**src/rtl/ahb_mtx_pkg.sv**
```systemverilog
// Shared AHB matrix encodings: HTRANS/HBURST values, arbitration modes and burst-length decode.
package ahb_mtx_pkg;

   typedef enum logic [1:0] {
      HtransIdle   = 2'b00,
      HtransBusy   = 2'b01,
      HtransNonseq = 2'b10,
      HtransSeq    = 2'b11
   } htrans_e;

   typedef enum logic [2:0] {
      HburstSingle = 3'b000,
      HburstIncr   = 3'b001,
      HburstWrap4  = 3'b010,
      HburstIncr4  = 3'b011,
      HburstWrap8  = 3'b100,
      HburstIncr8  = 3'b101,
      HburstWrap16 = 3'b110,
      HburstIncr16 = 3'b111
   } hburst_e;

   localparam int unsigned ArbFixed      = 0;
   localparam int unsigned ArbRoundRobin = 1;

   // Remaining SEQ beats after the NONSEQ of a fixed-length burst; 0 for undefined length.
   function automatic logic [3:0] burst_load(input logic [2:0] hburst);
      logic [3:0] load;
      case (hburst)
         HburstWrap16, HburstIncr16: load = 4'd15;
         HburstWrap8,  HburstIncr8:  load = 4'd7;
         HburstWrap4,  HburstIncr4:  load = 4'd3;
         default:                    load = 4'd0;
      endcase
      return load;
   endfunction

endpackage

```
**src/rtl/ahb_burst_track.sv**
```systemverilog
// Tracks fixed-length bursts on the output port and raises hold until the final beat completes.
module ahb_burst_track
   import ahb_mtx_pkg::*;
(
   input  logic       HCLK,
   input  logic       HRESETn,
   input  logic       HREADYM,
   input  logic       HSELM,
   input  logic [1:0] HTRANSM,
   input  logic [2:0] HBURSTM,
   output logic       next_hold,
   output logic       reg_hold
);

   logic [3:0] cnt_q, cnt_d;
   logic       hold_q, hold_d;

   always_comb begin
      cnt_d  = cnt_q;
      hold_d = hold_q;
      if (HREADYM) begin
         if (!HSELM) begin
            cnt_d  = '0;
            hold_d = 1'b0;
         end else begin
            case (HTRANSM)
               HtransNonseq: begin
                  cnt_d  = burst_load(HBURSTM);
                  hold_d = (burst_load(HBURSTM) != 4'd0);
               end
               HtransSeq: begin
                  // The beat completing with one left is the last one of the burst.
                  hold_d = hold_q & (cnt_q != 4'd1);
                  if (cnt_q != 4'd0) begin
                     cnt_d = cnt_q - 4'd1;
                  end
               end
               HtransBusy: begin
               end
               default: begin
                  cnt_d  = '0;
                  hold_d = 1'b0;
               end
            endcase
         end
      end
   end

   always_ff @(posedge HCLK) begin
      if (!HRESETn) begin
         cnt_q  <= '0;
         hold_q <= 1'b0;
      end else begin
         cnt_q  <= cnt_d;
         hold_q <= hold_d;
      end
   end

   assign next_hold = hold_d;
   assign reg_hold  = hold_q;

endmodule

```
**src/rtl/ahb_out_arb.sv**
```systemverilog
// Output-port arbiter: picks which input port owns the output, honouring bursts and locks.
module ahb_out_arb
   import ahb_mtx_pkg::*;
#(
   parameter int unsigned NUM_PORTS = 3,
   parameter int unsigned PORT_W    = 3,
   parameter int unsigned ARB_MODE  = ArbFixed
) (
   input  logic                 HCLK,
   input  logic                 HRESETn,
   input  logic [NUM_PORTS-1:0] req,
   input  logic                 HREADYM,
   input  logic                 HSELM,
   input  logic [1:0]           HTRANSM,
   input  logic [2:0]           HBURSTM,
   input  logic                 HMASTLOCKM,
   output logic [PORT_W-1:0]    addr_in_port,
   output logic                 no_port
);

   localparam int unsigned IdxW = PORT_W + 1;

   logic [PORT_W-1:0]    port_q, port_nxt, last_q;
   logic                 nop_q, nop_nxt;
   logic                 next_hold, reg_hold, unused_reg_hold;
   logic [NUM_PORTS-1:0] eff;

   logic                 fp_found;
   logic [PORT_W-1:0]    fp_idx;
   logic                 rr_found;
   logic [PORT_W-1:0]    rr_idx;
   logic [IdxW-1:0]      rr_start, rr_off, rr_sum;
   logic [NUM_PORTS-1:0] rr_rot;
   logic                 sel_found, from_search;
   logic [PORT_W-1:0]    sel_idx;

   ahb_burst_track u_burst_track (
      .HCLK      (HCLK),
      .HRESETn   (HRESETn),
      .HREADYM   (HREADYM),
      .HSELM     (HSELM),
      .HTRANSM   (HTRANSM),
      .HBURSTM   (HBURSTM),
      .next_hold (next_hold),
      .reg_hold  (reg_hold)
   );

   assign unused_reg_hold = reg_hold;

   // The port currently driving a live transfer keeps requesting implicitly.
   always_comb begin
      eff = '0;
      for (int i = 0; i < NUM_PORTS; i++) begin
         eff[i] = req[i] | ((port_q == PORT_W'(i)) & HSELM & (HTRANSM != HtransIdle));
      end
   end

   always_comb begin
      fp_found = 1'b0;
      fp_idx   = '0;
      for (int i = 0; i < NUM_PORTS; i++) begin
         if (!fp_found && eff[i]) begin
            fp_found = 1'b1;
            fp_idx   = PORT_W'(i);
         end
      end
   end

   // Rotate eff so the port after last_grant sits at bit 0, then take the lowest set bit.
   always_comb begin
      rr_start = (last_q >= PORT_W'(NUM_PORTS - 1)) ? '0 : (IdxW'(last_q) + IdxW'(1));
      rr_rot   = NUM_PORTS'({eff, eff} >> rr_start);
      rr_found = 1'b0;
      rr_off   = '0;
      for (int k = 0; k < NUM_PORTS; k++) begin
         if (!rr_found && rr_rot[k]) begin
            rr_found = 1'b1;
            rr_off   = IdxW'(k);
         end
      end
      rr_sum = rr_start + rr_off;
      if (rr_sum >= IdxW'(NUM_PORTS)) begin
         rr_sum = rr_sum - IdxW'(NUM_PORTS);
      end
      rr_idx = PORT_W'(rr_sum);
   end

   always_comb begin
      if (ARB_MODE == ArbRoundRobin) begin
         sel_found = rr_found;
         sel_idx   = rr_idx;
      end else begin
         sel_found = fp_found;
         sel_idx   = fp_idx;
      end
   end

   always_comb begin
      port_nxt    = port_q;
      nop_nxt     = 1'b1;
      from_search = 1'b0;
      if (HMASTLOCKM || next_hold) begin
         nop_nxt = 1'b0;
      end else if (sel_found) begin
         port_nxt    = sel_idx;
         nop_nxt     = 1'b0;
         from_search = 1'b1;
      end else if (HSELM) begin
         nop_nxt = 1'b0;
      end
   end

   always_ff @(posedge HCLK) begin
      if (!HRESETn) begin
         port_q <= '0;
         nop_q  <= 1'b1;
         last_q <= PORT_W'(NUM_PORTS - 1);
      end else if (HREADYM) begin
         port_q <= port_nxt;
         nop_q  <= nop_nxt;
         if (from_search) begin
            last_q <= sel_idx;
         end
      end
   end

   assign addr_in_port = port_q;
   assign no_port      = nop_q;

endmodule
```
**config.mk**
```make
export PLATFORM = sky130hd
export DESIGN_NAME = ahb_out_arb
export DESIGN_NICKNAME = d
export VERILOG_FILES = /design/src/rtl/ahb_mtx_pkg.sv /design/src/rtl/ahb_burst_track.sv /design/src/rtl/ahb_out_arb.sv
export SDC_FILE = /design/constraint.sdc
export NUM_CORES = 1
export LEC_CHECK = 0
export ABC_AREA = 1
export BUFFER_PORTS_ARGS = -buffer_cell sky130_fd_sc_hd__buf_2
export CORE_AREA = 2 2 41 43
export DETAILED_ROUTE_END_ITERATION = 10
export DIE_AREA = 0 0 43 45
export GPL_TIMING_DRIVEN = 0
export PLACE_DENSITY = 0.68
export SLEW_MARGIN = 20
export SYNTH_ARGS = -nofsm -noshare
export SYNTH_HDL_FRONTEND = slang
export SYNTH_SLANG_ARGS = --single-unit
export TNS_END_PERCENT = 50
```
**constraint.sdc**
```tcl
create_clock -name HCLK -period 1.18 [get_ports HCLK]
set_input_delay 0.354 -clock HCLK [delete_from_list [all_inputs] [get_ports HCLK]]
set_output_delay 0.354 -clock HCLK [all_outputs]
set_load 0.02 [all_outputs]
```
==> results.md <==
* Worst IR Drop VDD at 552 µV
* TritonCTS clock tree: yes
* Drt wl/cell at 10.9 µm
* Sequential power share at 40.9%
* Cell Int Power at 0.485 mW
* Final Non-Filler Cells at 133
* Crit end category: flip-flop
* Initial antenna violation count at 0
* Synth Warn # at 0
* Crit Path Category: reg -> reg
* Via density per instance at 4.90
* Chip height at 45 µm
* Post-placement cell count at 128
* Fin area at 757 µm²
* Sequential-to-total area share from yosys stat at 26.4%
* DR DRC count at 0
* DP HPWL at 1120 µm
* Critical Path RT at 1.37 ns
* Final WL at 1450 µm
* Antenna viol nets, final at 0
* Via count at 652
* Flops & latches, synth at 8
* Max-cap violations at 0
* Top post-synthesis cells by count: nand2_1, inv_1, a21oi_1, dfxtp_1, nor2_1
* Setup slack at placement at -0.170 ns
* Rows at 14
* CTS Buffer Depth at 2
* Gate Count Post-Synth at 98
* Post-synthesis async set-or-reset flop share at 0%
* Setup Viol. Count Final at 5
* Clk slew on worst S/H paths at 0.06 ns
* Clk_skew at 0.00142 ns
* Cell taking the most area after synthesis: dfxtp_1
* Hold Vio Cnt, Final at 0
* Hold path cells at 3
* Area share of the largest cell type after synthesis at 26.4%
* R2r worst-path depth at 6
* Area of the multi-input gates at 389 µm²
* Root Driver: clkbuf_4
* Seq. cell area at 163 µm²
* Fmax at 792 MHz
* Fin Hold WS at 0.356 ns
* Hold buffers post-CTS at 0
* Worst setup margin at -0.0820 ns
* Static leakage at 0.378 nW
* Share of layout cells above drive strength 1 at 32.5%
* Part of the power in the clock network at 30.7%
* Vias in the first global route at 652
* RePlAce Congestion at 0.818
* Status: finished with violations
* Max-slew violation count at 0
* Fillers at 156
* Worst EP arrival at 1.45 ns
* Top FF cell, synth: dfxtp_1
* Mapped cell area at 606 µm²
* Largest net degree at the start of global routing at 9
* Final min period at 1.26 ns
* I/O pin count at 17
* Nets at 134
* Startpoint class of the critical path: flip-flop
* Switch share at 33.5%
* Die Wd at 43 µm
* HP Class: in -> reg
* P&R area growth vs syn at 25.0%
* Clock latency on the worst-skew pair at 0.26 ns
* Die area at 0.00194 mm²
* TritonCTS Buffers at 3
* RSZ-0062 raised after global routing: true
* Failing checks: setup timing
* Area after DPL at 698 µm²
* Most common cell in the netlist: nand2_1
* EDFF count, synth at 0
* First-pass GRT wire length at 2620 µm
* N_diodes at 0
* Worst-path fanout max at 2
* Sw Pwr at 0.244 mW
* Clock sink count at 8
* Mapped Avg Cell Area at 6.18 µm²
* Initial detailed-routing violation count at 9
* Core area at 0.00147 mm²
* Synth unique cells at 23
* Total global-route track usage at 17.6%
* Period Utilization, post-route at 107%
* DRT Pass-1 Iters at 4
* Logic pwr share at 28.3%
* I/O Buffers at 14
* Dominant cells by area after synthesis: dfxtp_1, nand2_1, inv_1
* Grt total ovfl at 0
* H-tree depth at 1
* Initial Utilization at 41.2%
* Pwr dens at 964 mW/mm²
* Synthesized Nets at 113
-- power groups by stage --
stage	registers (mW)	logic, mW	clock network [mW]
after floorplan	0.307	0.125	0
after global placement	0.302	0.182	0
after detailed placement	0.304	0.186	0
after CTS	0.298	0.200	0.228
after global routing	0.301	0.234	0.246
final	0.299	0.207	0.224
-- layout by cell type (no fill, tap or decap) --
cell / synthesis / layout
nor2_1: 7 / 7
nand2_2: 2 / 3
a21oi_2: 3 / 4
or2_1: 1 / 1
o21ai_1: 3 / 3
ha_1: 2 / 2
nand3_1: 5 / 4
conb_1: 1 / 1
a31oi_1: 1 / 1
o21ai_2: 1 / 1
a22oi_1: 1 / 1
a21oi_4: 1 / 1
dfxtp_1: 8 / 6
nand2_1: 29 / 27
or2_0: 1 / 1
o21ai_0: 1 / 1
clkinv_1: 1 / 1
buf_4: 1 / 4
nand3_2: 0 / 1
nand2_4: 1 / 2
buf_2: 0 / 13
dfxtp_2: 0 / 2
inv_1: 17 / 15
a211oi_1: 1 / 1
a21oi_1: 8 / 7
clkbuf_4: 0 / 3
inv_2: 0 / 2
nor2_2: 2 / 2
-- metrics by stage --
stage / util (%) / TNS [ns] / total power [mW]
final: 51.4 / -0.224 / 0.730
after global routing: 51.4 / -1.01 / 0.781
after CTS: 50.7 / -0.279 / 0.726
after detailed placement: 47.4 / -0.954 / 0.490
after global placement: 47.4 / -0.703 / 0.484
after floorplan: - / -0.0121 / 0.432
-- cell type report --
cell class	instances	share of cell area, %
clock buffer	3	2.98
inverter	18	8.93
buffer	1	0.992
sequential	8	21.5
tap	16	2.64
multi-input combinational	71	51.4
timing repair buffer	16	11.6
-- critical path, cell delays in order (launching register included) --
cell     delay [ns]
dfxtp_2        0.35
inv_2          0.04
ha_1           0.29
or2_0          0.20
a21oi_1        0.13
o21ai_1        0.07
a21oi_1        0.12
-- repair_timing --
| action | in CTS | in global routing |
|---|---|---|
| gates resized for setup | 4 | 3 |
| setup endpoints to repair | 8 | 9 |
| setup buffers | 2 | 0 |
| pin swaps | 5 | 1 |
| gates cloned | 0 | 0 |
| endpoints found under the hold margin | 0 | 0 |
-- cell families after synthesis --
family	share of synthesized area [%]
buf+inv	12.4
simple gates	34.5
flops	26.4
compound gates	21.9
other cells	0.619
fa+ha+maj	4.13
-- state kept, by name, summed over array words and instances, names as in the netlist --
| name | count |
|---|---|
| no_port | 1 |
| u_burst_track.cnt_q | 4 |
| u_burst_track.reg_hold | 1 |
| addr_in_port | 2 |
-- worst paths after layout --
| kind | start | endpoint | slack (ns) |
|---|---|---|---|
| hold / removal | req[2] | addr_in_port[1] | 0.36 |
| setup / recovery | u_burst_track.cnt_q[0] | u_burst_track.cnt_q[1] | -0.08 |
| hold reg to reg | addr_in_port[1] | addr_in_port[1] | 0.48 |
| setup reg to reg | u_burst_track.cnt_q[0] | u_burst_track.cnt_q[1] | -0.08 |
-- layer usage --
metal / GRT usage, % / up-vias / wire [µm]
li1: - / 345 / -
met1: 22.2 / 287 / 658
met2: 30.3 / 16 / 690
met3: 2.40 / 4 / 72
met4: 7.27 / 0 / 23
met5: 0 / - / 0
Power figures use the tool's default switching activity.
